--- config.mk ---
export PLATFORM = sky130hd
export DESIGN_NAME = lsu_ctrl
export DESIGN_NICKNAME = d
export VERILOG_FILES = /design/src/rtl/lsu_pkg.sv /design/src/rtl/lsu_lane_fmt.sv /design/src/rtl/lsu_ctrl.sv
export SDC_FILE = /design/constraint.sdc
export NUM_CORES = 1
export LEC_CHECK = 0
export CORE_MARGIN = 2
export CORE_UTILIZATION = 49
export DETAILED_ROUTE_END_ITERATION = 8
export PLACE_DENSITY_LB_ADDON = 0.08
export SLEW_MARGIN = 20
export SYNTH_ARGS = -nofsm -noshare
export SYNTH_HDL_FRONTEND = slang
export SYNTH_SLANG_ARGS = --single-unit
--- constraint.sdc ---
create_clock -name clk -period 3.6 [get_ports clk]
set_input_delay 0.72 -clock clk [delete_from_list [all_inputs] [get_ports clk]]
set_output_delay 0.72 -clock clk [all_outputs]
set_load 0.01 [all_outputs]
--- src/rtl/lsu_pkg.sv ---
// Shared definitions for the load/store unit: funct3 encodings, FSM states, decode helpers.
package lsu_pkg;

   localparam logic [2:0] FunctB  = 3'b000;
   localparam logic [2:0] FunctH  = 3'b001;
   localparam logic [2:0] FunctW  = 3'b010;
   localparam logic [2:0] FunctBu = 3'b100;
   localparam logic [2:0] FunctHu = 3'b101;

   typedef enum logic [2:0] {
      StIdle,
      StLdRd,
      StLdCap,
      StStRd,
      StStMrg,
      StStWr
   } lsu_state_e;

   function automatic logic funct_legal(input logic [2:0] funct);
      return funct inside {FunctB, FunctH, FunctW, FunctBu, FunctHu};
   endfunction

   function automatic logic funct_is_half(input logic [2:0] funct);
      return funct == FunctH || funct == FunctHu;
   endfunction

   function automatic logic funct_is_word(input logic [2:0] funct);
      return funct == FunctW;
   endfunction

endpackage

--- src/rtl/lsu_lane_fmt.sv ---
// Lane extract/extend for loads and lane merge for sub-word stores (purely combinational).
module lsu_lane_fmt
   import lsu_pkg::*;
(
   input  logic [31:0] rdata,
   input  logic [31:0] wdata,
   input  logic [1:0]  offset,
   input  logic [2:0]  funct,
   output logic [31:0] load_data,
   output logic [31:0] merge_data
);

   logic [7:0]  byte_lane;
   logic [15:0] half_lane;

   always_comb begin
      byte_lane = rdata[{offset, 3'b000} +: 8];
      half_lane = offset[1] ? rdata[31:16] : rdata[15:0];

      unique case (funct)
         FunctB:  load_data = {{24{byte_lane[7]}}, byte_lane};
         FunctBu: load_data = {24'h000000, byte_lane};
         FunctH:  load_data = {{16{half_lane[15]}}, half_lane};
         FunctHu: load_data = {16'h0000, half_lane};
         default: load_data = rdata;
      endcase

      merge_data = wdata;
      if (funct[1:0] == 2'b00) begin
         merge_data = rdata;
         merge_data[{offset, 3'b000} +: 8] = wdata[7:0];
      end else if (funct[1:0] == 2'b01) begin
         merge_data = rdata;
         merge_data[{offset[1], 4'b0000} +: 16] = wdata[15:0];
      end
   end

endmodule

--- src/rtl/lsu_ctrl.sv ---
// Load/store sequencer for a single-port synchronous RAM; sub-word stores use read-modify-write.
// Define LSU_MISALIGN_TRAP_EN to trap misaligned accesses instead of force-aligning them.
module lsu_ctrl
   import lsu_pkg::*;
(
   input  logic        clk,
   input  logic        reset,
   input  logic        req_valid,
   output logic        req_ready,
   input  logic        req_we,
   input  logic [2:0]  req_funct,
   input  logic [31:0] req_addr,
   input  logic [31:0] req_wdata,
   output logic        resp_valid,
   output logic [31:0] resp_rdata,
`ifdef LSU_MISALIGN_TRAP_EN
   output logic        misalign,
`endif
   output logic        mem_en,
   output logic        mem_we,
   output logic [9:0]  mem_addr,
   output logic [31:0] mem_wdata,
   input  logic [31:0] mem_rdata
);

   lsu_state_e  state_q, state_d;
   logic [2:0]  funct_q, funct_d;
   logic [11:0] addr_q, addr_d;
   logic [31:0] wdata_q, wdata_d;
   logic        we_q, we_d;
   logic        resp_valid_q, resp_valid_d;
   logic [31:0] resp_rdata_q, resp_rdata_d;
   logic        accept, noop;
   logic [11:0] addr_in;
   logic [31:0] load_data, merge_data;
   logic        unused_addr;

   // Only the 4 KiB window addressed by the RAM matters.
   assign unused_addr = ^req_addr[31:12];

`ifdef LSU_MISALIGN_TRAP_EN
   logic misaligned;
   logic misalign_q, misalign_d;

   always_comb begin
      addr_in    = req_addr[11:0];
      misaligned = (funct_is_half(req_funct) && req_addr[0]) ||
                   (funct_is_word(req_funct) && req_addr[1:0] != 2'b00);
      noop       = !funct_legal(req_funct) || misaligned;
      misalign_d = accept && misaligned;
   end

   always_ff @(posedge clk or negedge reset) begin
      if (!reset) misalign_q <= 1'b0;
      else        misalign_q <= misalign_d;
   end

   assign misalign = misalign_q;
`else
   always_comb begin
      addr_in = req_addr[11:0];
      if (funct_is_half(req_funct))      addr_in[0]   = 1'b0;
      else if (funct_is_word(req_funct)) addr_in[1:0] = 2'b00;
      noop = !funct_legal(req_funct);
   end
`endif

   assign accept = req_valid && (state_q == StIdle);

   lsu_lane_fmt u_lane_fmt (
      .rdata      (mem_rdata),
      .wdata      (wdata_q),
      .offset     (addr_q[1:0]),
      .funct      (funct_q),
      .load_data  (load_data),
      .merge_data (merge_data)
   );

   always_ff @(posedge clk or negedge reset) begin
      if (!reset) state_q <= StIdle;
      else        state_q <= state_d;
   end

   always_comb begin
      state_d = state_q;
      unique case (state_q)
         StIdle: begin
            if (accept && !noop) begin
               if (!req_we)                        state_d = StLdRd;
               else if (funct_is_word(req_funct))  state_d = StStWr;
               else                                state_d = StStRd;
            end
         end
         StLdRd:  state_d = StLdCap;
         StLdCap: state_d = StIdle;
         StStRd:  state_d = StStMrg;
         StStMrg: state_d = StStWr;
         StStWr:  state_d = StIdle;
         default: state_d = StIdle;
      endcase
   end

   always_comb begin
      req_ready  = (state_q == StIdle);
      mem_en     = (state_q == StLdRd) || (state_q == StStRd);
      mem_we     = (state_q == StStWr);
      mem_addr   = addr_q[11:2];
      mem_wdata  = wdata_q;
      resp_valid = resp_valid_q;
      resp_rdata = resp_rdata_q;
   end

   always_comb begin
      funct_d      = funct_q;
      addr_d       = addr_q;
      wdata_d      = wdata_q;
      we_d         = we_q;
      resp_valid_d = 1'b0;
      resp_rdata_d = resp_rdata_q;
      if (accept) begin
         funct_d = req_funct;
         addr_d  = addr_in;
         wdata_d = req_wdata;
         we_d    = req_we;
         if (noop) begin
            resp_valid_d = 1'b1;
            resp_rdata_d = 32'h0;
         end
      end
      unique case (state_q)
         StLdCap: begin
            resp_valid_d = 1'b1;
            resp_rdata_d = load_data;
         end
         StStMrg: wdata_d = merge_data;
         StStWr: begin
            resp_valid_d = 1'b1;
            resp_rdata_d = 32'h0;
         end
         default: ;
      endcase
   end

   always_ff @(posedge clk or negedge reset) begin
      if (!reset) begin
         funct_q      <= 3'b000;
         addr_q       <= 12'h000;
         wdata_q      <= 32'h0;
         we_q         <= 1'b0;
         resp_valid_q <= 1'b0;
         resp_rdata_q <= 32'h0;
      end else begin
         funct_q      <= funct_d;
         addr_q       <= addr_d;
         wdata_q      <= wdata_d;
         we_q         <= we_d;
         resp_valid_q <= resp_valid_d;
         resp_rdata_q <= resp_rdata_d;
      end
   end

endmodule

==> results.py <==
metrics = {
    "synthesis": {
        "yosys_most_used_dff": "dfrtp_1",
        "syn_avg_cell_area_um2": 9.62,
        "synth_edf_count": 0,
        "synth_fp_nets": 621,
        "synth_top_area_share_pct": 42.1,
        "ys_types": 57,
        "yosys_warnings": 0,
        "async_reset_ff_share_pct": 100,
        "synthTopCellsByArea": "dfrtp_1 42%, nand2_1 5.9%, o21ai_0 4.4%, a221o_2 3.2%, nor2_1 2.7%",
        "synth_cells": 513,
        "yosysTopAreaCell": "dfrtp_1",
        "syn_area_mm2": 0.00493,
        "synth_seq_cells": 83,
        "yosysSeqAreaShare_pct": 42.1,
    },
    "clock_tree": {
        "cts-root-buf": "clkbuf_8",
        "cts_max_path_buffers": 2,
        "numCtsBuffers": 9,
        "cts_tree": "built",
        "cts.sinks": 83,
        "cts-resized-gates": 0,
        "clk_latency_ns": 0.37,
        "cts_max_level": 3,
        "post_cts_buffers": 0,
        "cts_hold_buf": 0,
        "clk_pin_slew_ns": 0.10,
    },
    "global_routing": {
        "track_usage_pct": 29.2,
        "grt_pass1_vias": 4717,
        "overflow": 0,
        "grt_pass1_wl_um": 25100,
        "grt_max_degree": 84,
        "antenna_found_initial": 0,
    },
    "route": {
        "first_iter_violations": 406,
        "via_count": 4690,
        "dr.pass1.iters": 5,
        "routed_via_density": 6.01,
        "met2_length_um": 7260,
        "ant_nets": 0,
        "highest_layer": "met4",
        "drt-met1-wl_um": 6380,
        "wl_per_cell_um": 20.2,
        "wl_met3_um": 1290,
        "routed_wl_um": 15800,
        "post-route-drc-count": 0,
    },
    "placement": {
        "place_hpwl_um": 11200,
        "io_buffers": 160,
        "gp_congestion": 0.873,
        "placed_cell_area_mm2": 0.00648,
        "placedCellCount": 764,
    },
    "finish": {
        "layout_commonest_cell": "clkdlybuf4s50_1",
        "final_cell_count_no_fill": 780,
        "areaGrowthSynthToFinish_pct": 36.0,
        "design_area_mm2": 0.00671,
        "diodes": 0,
        "fin_nets": 750,
        "drive_gt1_share_pct": 10.5,
        "final_cell_mix": "159 x clkdlybuf4s50_1, 83 x dfrtp_1, 78 x nand2_1, 43 x o21ai_0, 36 x nor2_1",
        "utilization_pct": 68.6,
    },
    "worst_setup_path": {
        "cp_max_fo": 10,
        "cpPeakStageDelay_ns": 0.56,
        "arrival_ns": 2.06,
        "path_delay_family": "simple AND/OR/NAND/NOR gates",
        "crit_path_top_delay_cell": "clkdlybuf4s50_1",
        "reg2reg_to": "mem_wdata[9]",
        "critPathLaunchType": "flip-flop",
        "rrSetupSlack_ns": 1.14,
        "crit_required_ns": 2.88,
        "crit_chain": "or2_1, nor2_1, clkdlybuf4s50_1",
        "cp-end-kind": "output pin",
        "crit_buf_inv": 1,
        "r2r.worst_path.cells": 7,
        "critPathKind": "flip-flop to output pin",
        "r2r-start": "addr_q[0]",
    },
    "floorplan": {
        "fp.dieH_um": 104,
        "die_x_um": 104,
        "die_area_mm2": 0.0109,
        "coreArea_mm2": 0.00977,
        "boundaryPins": 181,
        "start_util_pct": 50.5,
        "row_count": 36,
    },
    "timing": {
        "maxSlewHeadroom_pct": 41.0,
        "setup_tns_ns": 0,
        "setup_violations": 0,
        "fin_crit_sh_pct": 77.3,
        "skew_ns": 0.0139,
        "finalHoldViolations": 0,
        "rsz0062_at_grt": "false",
        "drv_slew": 0,
        "timing.fmax_mhz": 360,
        "min_period_ns": 2.78,
        "worstMarginPinSlew_ns": 0.878,
    },
    "pwr": {
        "leakage_nw": 2.67,
        "p_clk_share_pct": 13.5,
        "p_seq_share_pct": 30.8,
        "p_sw_share_pct": 42.0,
        "power_switching_mw": 2.43,
        "ir_drop_uv": 436,
        "powerDensity_mw_per_mm2": 862,
        "combPwrFrac_pct": 55.7,
        "intPower_mw": 3.36,
    },
    "run_status": {
        "status": "finished clean",
    },
    "worst_hold_path": {
        "min_path_type": "input port to asynchronous set/reset pin",
    },
    "run": {
        "cap_violations": 0,
    },
}
-- cell usage after synthesis, types with 3 or more instances --
master,instances
dfrtp_1,83
nand2_1,78
o21ai_0,43
nor2_1,36
a21oi_1,25
buf_2,17
o22ai_1,17
a221o_2,14
buf_4,13
a21o_1,12
clkbuf_1,12
mux2i_1,12
a221o_1,10
a22o_1,9
inv_1,9
nand2b_1,9
a22oi_1,8
a31oi_1,8
mux2_2,8
nand4b_1,8
o21a_1,8
a41oi_1,7
o211ai_1,7
mux4_2,6
ha_1,5
buf_6,4
nor2b_1,4
buf_1,3
-- power groups by stage --
| stage | clock [mW] | sequential [mW] | combinational [mW] |
|---|---|---|---|
| global route | 0.825 | 1.84 | 3.49 |
| finish | 0.782 | 1.78 | 3.22 |
| CTS | 0.791 | 1.77 | 3.21 |
| detailed placement | 0 | 1.79 | 3.19 |
| global placement | 0 | 1.77 | 3.12 |
| floorplan | 0 | 1.77 | 1.98 |
-- kinds of logic after synthesis --
logic type / Yosys count / share of synthesized area, %
AO/OA/AOI/OAI: 181 / 26.6
adder cells (fa/ha/maj): 5 / 1.27
flip-flops: 83 / 42.1
buffers and inverters: 58 / 6.44
multiplexers: 28 / 7.45
AND/OR/NAND/NOR: 158 / 16.1
-- per-layer routing --
metal	vias to the layer above	track usage, %
met1	2234	37.9
met4	0	16.4
met2	249	45.7
met3	58	5.51
met5	-	0
li1	2149	-
-- flip-flops by register name, indices dropped and copies added, names as in the netlist --
register,cells
mem_wdata,32
resp_rdata,32
addr_q,12
funct_q,3
state_q,3
resp_valid,1
-- worst register-to-register path, delay by kind of cell (launching register included) --
kind	cells	cell delay, ns
and+or+nand+nor	2	1.03
AOI/OAI and AO/OA	2	0.34
DFF	1	0.33
buffers and inverters	2	0.39
adders and majority gates	1	0.29
-- stage by stage --
step                hold slack, ns  total power [mW]  worst slack [ns]
floorplan                    0.424              3.75              1.37
global placement             0.458              4.89             0.974
detailed placement           0.461              4.98             0.919
CTS                          0.493              5.77             0.795
global route                 0.453              6.15             0.692
finish                       0.378              5.78             0.819
-- worst max path at each step --
stage / start / to / slack (ns) / cells past startpoint
detailed placement: mem_rdata[23] / resp_rdata[30] / 0.92 / 5
CTS: state_q[0] / req_ready / 0.79 / 3
floorplan: addr_q[1] / mem_wdata[16] / 1.37 / 10
global route: state_q[0] / req_ready / 0.69 / 3
global placement: mem_rdata[23] / resp_rdata[30] / 0.97 / 5
finish: state_q[0] / req_ready / 0.82 / 3
-- layout make-up --
type	count	area, µm²
Multi-Input combinational cell	372	2550
Tap cell	133	166
Fill cell	811	3070
Sequential cell	83	2080
Inverter	9	33.8
Timing Repair Buffer	167	1660
Clock inverter	7	105
Clock buffer	9	124
Note: power is estimated with default switching activity, not from simulation.
